`src/rtl/axi_wr_arb.sv`:
```
// rtl/axi_wr_arb.sv - two-requester round-robin AXI write arbiter, fixed 16-beat bursts
// Optional watchdog: define AXI_WR_ARB_TIMEOUT_EN to enable the sticky timeout flag.
module axi_wr_arb #(
    parameter int TO_CYCLES = 256
) (
    input  logic        AXI_clk,
    input  logic        rst,
    input  logic [1:0]  req,
    input  logic [63:0] addr,
    input  logic [63:0] data,
    output logic [1:0]  next,
    output logic [1:0]  done,
    output logic [31:0] AXI_awaddr,
    output logic        AXI_awvalid,
    input  logic        AXI_awready,
    output logic [31:0] AXI_wdata,
    output logic        AXI_wvalid,
    output logic        AXI_wlast,
    input  logic        AXI_wready,
    input  logic        AXI_bvalid,
    input  logic [1:0]  AXI_bresp,
    output logic        busy,
    output logic        err,
    output logic        timeout
);

    typedef enum logic [1:0] {IDLE, ADDR, DATA, RESP} state_t;

    state_t      state_q;
    logic        grant_q;
    logic        grant_d;
    logic        last_q;
    logic [3:0]  beat_q;
    logic [31:0] awaddr_q;
    logic        err_q;
    logic        aw_hs;
    logic        w_hs;
    logic        b_hs;

    assign aw_hs = (state_q == ADDR) && AXI_awready;
    assign w_hs  = (state_q == DATA) && AXI_wready;
    assign b_hs  = (state_q == RESP) && AXI_bvalid;

    // On a tie, the requester that did not win last time gets the bus.
    always_comb begin
        grant_d = 1'b0;
        if (req == 2'b11) grant_d = ~last_q;
        else              grant_d = req[1];
    end

    always_ff @(posedge AXI_clk) begin
        if (rst) begin
            state_q  <= IDLE;
            grant_q  <= 1'b0;
            last_q   <= 1'b1;
            beat_q   <= 4'd0;
            awaddr_q <= 32'd0;
            err_q    <= 1'b0;
        end else begin
            case (state_q)
                IDLE: if (|req) begin
                    grant_q  <= grant_d;
                    last_q   <= grant_d;
                    awaddr_q <= grant_d ? addr[63:32] : addr[31:0];
                    state_q  <= ADDR;
                end
                ADDR: if (AXI_awready) begin
                    beat_q  <= 4'd0;
                    state_q <= DATA;
                end
                DATA: if (AXI_wready) begin
                    beat_q <= beat_q + 4'd1;
                    if (beat_q == 4'd15) state_q <= RESP;
                end
                RESP: if (AXI_bvalid) begin
                    if (AXI_bresp != 2'b00) err_q <= 1'b1;
                    state_q <= IDLE;
                end
                default: state_q <= IDLE;
            endcase
        end
    end

    assign busy        = (state_q != IDLE);
    assign err         = err_q;
    assign AXI_awaddr  = awaddr_q;
    assign AXI_awvalid = (state_q == ADDR);
    assign AXI_wvalid  = (state_q == DATA);
    assign AXI_wlast   = (state_q == DATA) && (beat_q == 4'd15);
    assign AXI_wdata   = (state_q != DATA) ? 32'd0 : (grant_q ? data[63:32] : data[31:0]);
    assign next        = {w_hs & grant_q, w_hs & ~grant_q};
    assign done        = {b_hs & grant_q, b_hs & ~grant_q};

`ifdef AXI_WR_ARB_TIMEOUT_EN
    localparam int CW = $clog2(TO_CYCLES + 1);
    localparam logic [CW-1:0] TO_MAX  = CW'(TO_CYCLES);
    localparam logic [CW-1:0] TO_LAST = CW'(TO_CYCLES - 1);

    logic [CW-1:0] to_cnt_q;
    logic          timeout_q;

    // Counts consecutive stalled cycles; any handshake or return to IDLE restarts it.
    always_ff @(posedge AXI_clk) begin
        if (rst) begin
            to_cnt_q  <= '0;
            timeout_q <= 1'b0;
        end else if (busy && !(aw_hs || w_hs || b_hs)) begin
            if (to_cnt_q != TO_MAX) to_cnt_q <= to_cnt_q + 1'b1;
            if (to_cnt_q == TO_LAST) timeout_q <= 1'b1;
        end else begin
            to_cnt_q <= '0;
        end
    end

    assign timeout = timeout_q;
`else
    // Watchdog absent: the comparison is constant false, keeping the flag tied low.
    assign timeout = (TO_CYCLES < 0);
`endif

endmodule

```
`config.mk`:
```
export PLATFORM = sky130hd
export DESIGN_NAME = axi_wr_arb
export DESIGN_NICKNAME = d
export VERILOG_FILES = /design/src/rtl/axi_wr_arb.sv
export SDC_FILE = /design/constraint.sdc
export NUM_CORES = 1
export LEC_CHECK = 0
export CAP_MARGIN = 30
export CORE_ASPECT_RATIO = 1.75
export CORE_UTILIZATION = 36
export CTS_BUF_LIST = sky130_fd_sc_hd__clkbuf_4
export DETAILED_ROUTE_END_ITERATION = 12
export PLACE_DENSITY = 0.89
export RECOVER_POWER = 100
export SLEW_MARGIN = 20
export SYNTH_ARGS = -nofsm -noshare
export SYNTH_HDL_FRONTEND = slang
export SYNTH_SLANG_ARGS = --single-unit
```
`constraint.sdc`:
```
create_clock -name AXI_clk -period 3.6 [get_ports AXI_clk]
set_clock_uncertainty 0.15 [all_clocks]
set_input_delay 0.72 -clock AXI_clk [delete_from_list [all_inputs] [get_ports AXI_clk]]
set_output_delay 0.72 -clock AXI_clk [all_outputs]
set_load 0.05 [all_outputs]
```
==> results.toml <==
[status]
outcome = "finished clean"

[layout]
final_cell_mix = "134 x sky130_fd_sc_hd__clkdlybuf4s50_1, 73 x sky130_fd_sc_hd__dlygate4sd3_1, 70 x sky130_fd_sc_hd__nor2_1"
layout.nets = 633
antenna-diode-count = 0
stdcell_area_sq_um = 4690
area_growth_pct = 89.5
mostFrequentLayoutCell = "sky130_fd_sc_hd__clkdlybuf4s50_1"
layout-drive-gt1-share_pct = 4.28

[power_and_ir_drop]
cellInternalPower_mw = 1.47
clock_power_share_pct = 9.8
switching_power_mw = 1.58
power.ir.vdd_worst_mv = 0.562
share_seq_of_total_power_pct = 22.1
powerDensity_nw_per_um2 = 649
comb_power_share_pct = 68.0
total_leakage_power_nw = 1.94
swShare_pct = 51.9

[clock_tree]
htreeDepth = 2
cts_resized = 0
cts_buffers = 5
insertion_delay_to_the_later_sink_of_the_worst_skew_pair_ps = 360
cts_tree = "yes"
cts_post_setup_buffers_inserted = 0
cts_max_path_buffers = 2
cts_clock_pin_slew_for_the_worst_setup_and_hold_paths_ps = 120
cts_root_buffer = "sky130_fd_sc_hd__clkbuf_4"
quantity_of_hold_fixing_buffers_added_after_cts = 0
clock_sink_count = 41

[timing]
timing.final.setup_violations = 0
worst-slew-pin-transition_ps = 1060
final_max_slew_viol_count = 0
fin_crit_share_pct = 91.0
fmax_mhz = 305
setup_repair_after_global_routing_missed_its_margin = "no"
count_of_endpoints_failing_hold_in_the_final_timing_report = 0
min_period_ps = 3280
slew_headroom_pct = 29.4
fin_tns_setup_ps = 0

[route]
postRouteWirelength_microns = 8370
via_per_inst = 4.95
met3_wirelength_microns = 904
route.met2.wl_microns = 4540
dr_total_vias = 2835
drc = 0
total_iterations_of_the_first_detailed_routing_run = 4
detailedRoute.firstIterationViolations = 90
post_drt_wl_per_cell_microns = 14.6
met1_length_microns = 2760
route.top_layer_used = "met4"
route.antenna.remaining_nets = 0

[die]
total_die_area_sq_um = 7230
core_area_sq_um = 6590
placement_rows = 39
die_height_microns = 112
die_width_microns = 64.7
io_pins = 211
initial_utilization_pct = 37.6

[global_routing]
track_usage_pct = 22.4
pin_count_of_the_biggest_net_entering_global_routing = 49
grt_pass1_vias = 2695
wire_length_of_the_first_global_routing_pass_microns = 12500
grt_antenna_before_repair = 0
grt_overflow_total = 0

[placed_design]
detailed_place_hpwl_microns = 6890
placement_stage_cell_area_sq_um = 4640
gpl.final_weighted_congestion = 0.865
buffer_ports.inserted = 209

[min_path]
hp-start = "err"
hold_path_class = "flip-flop to flip-flop"
worstHoldPathCells = 2
timing.hold.worst_endpoint = "err"

[synth]
post_synth.cell_area_avg_sq_um = 8.48
asyncSetResetFlopFracSynth_pct = 0
dominantRegCellSynth = "sky130_fd_sc_hd__dfxtp_1"
synth_nets = 435
synth_warnings = 0
yosysSeqAreaShare_pct = 33.1
synthesis.area_sq_um = 2480
number_of_enable_type_register_cells_in_the_synthesized_netlist = 0
synth_seq_cells = 41
synth_cell_types = 37
synth_cells = 292

[setup_path]
regToRegSetupSlack_ps = 1240
critical_path_required_ps = 2730
setup.worst_path.class = "input port to primary output"
setup.worst_path.end_class = "primary output"
crit_chain = "clkdlybuf4s50_1 -> and3_2 -> dlygate4sd3_1"
rr_worst_depth = 7
worst_ep_arrival_time_ps = 2410
critical_path.slowest_cell = "sky130_fd_sc_hd__dlygate4sd3_1"
rr_endpoint = "state_q[1]"
start_kind = "input port"
critical_path_peak_fanout = 7
cpPeakStageDelay_ps = 860
rr_startpoint = "state_q[0]"

[run]
max_cap_viol_count = 0
==> registers in the layout (all words and copies together) (netlist names) <==
register    count
grant_q         1
AXI_awaddr     32
err             1
beat_q          4
state_q         2
last_q          1
==> metal layers <==
metal	vias up	track usage [%]
met5	-	0
met4	0	8.00
met3	16	8.40
met2	161	43.9
met1	1235	19.7
li1	1423	-
==> cells in the mapped netlist, types with 2 or more instances <==
cell type                  number  share of area [%]
sky130_fd_sc_hd__mux2i_1       64                 26
sky130_fd_sc_hd__dfxtp_1       41                 33
sky130_fd_sc_hd__nor2_1        71                 11
sky130_fd_sc_hd__a211oi_1      32                9.7
sky130_fd_sc_hd__o21ai_0        4               0.81
sky130_fd_sc_hd__buf_1          2               0.30
sky130_fd_sc_hd__nand2_1        8                1.2
sky130_fd_sc_hd__nand3_1        2               0.40
sky130_fd_sc_hd__inv_1          6               0.91
sky130_fd_sc_hd__a21oi_1        8                1.6
sky130_fd_sc_hd__nor3b_1        2               0.61
sky130_fd_sc_hd__buf_2          5                1.0
sky130_fd_sc_hd__ha_1           6                3.0
sky130_fd_sc_hd__buf_4          5                1.5
sky130_fd_sc_hd__nor2b_1        3               0.76
sky130_fd_sc_hd__clkbuf_1      12                1.8
==> layout make-up <==
class	count	area, sq um
inverter	6	22.5
timing repair buffer	216	2150
clock inverter	2	33.8
tap	82	103
fill	537	1890
sequential	41	822
clock buffer	6	45.0
multi-input combinational	220	1510
==> worst max-delay path by stage <==
stage / from / to / cells past startpoint
2_1_floorplan: state_q[0] / AXI_wdata[10] / 6
6_report: AXI_wready / next[1] / 3
3_5_place_dp: AXI_wready / next[1] / 3
4_1_cts: AXI_wready / next[1] / 3
3_3_place_gp: AXI_wready / next[1] / 3
5_1_grt: state_q[0] / AXI_wdata[31] / 6
==> stage by stage <==
stage	hold WS (ps)	util, %	power, mW	worst slack, ps	std cells
finish	309	71.2	3.05	322	573
global route	350	71.2	3.22	246	573
CTS	319	71.6	3.16	390	573
detailed placement	303	70.4	2.86	395	565
global placement	285	70.4	2.82	426	565
floorplan	312	-	2.12	655	292
==> power by group through the flow <==
| stage | Sequential (mW) | Clock, mW | Combinational, mW |
|---|---|---|---|
| after floorplan | 1.11 | 0 | 1.02 |
| after global placement | 0.686 | 0 | 2.13 |
| after detailed placement | 0.692 | 0 | 2.17 |
| after CTS | 0.683 | 0.308 | 2.17 |
| after global routing | 0.694 | 0.327 | 2.19 |
| final | 0.674 | 0.299 | 2.07 |
==> kinds of logic (layout without fill, tap and decap cells) <==
kind of cell	count (synthesis)	after routing	synth area share, %
other cells	1	1	0.151
fa+ha+maj	6	6	3.03
compound gates	50	50	14.0
flops	41	41	33.1
buf+inv	31	230	6.01
mux	65	65	26.4
simple gates	98	98	17.2
==> worst max-delay path, delay by kind of cell <==
family                 cells  cell delay, ps
AND/OR/NAND/NOR            1             220
buffers and inverters      2            1470
Power figures use the tool's default switching activity.
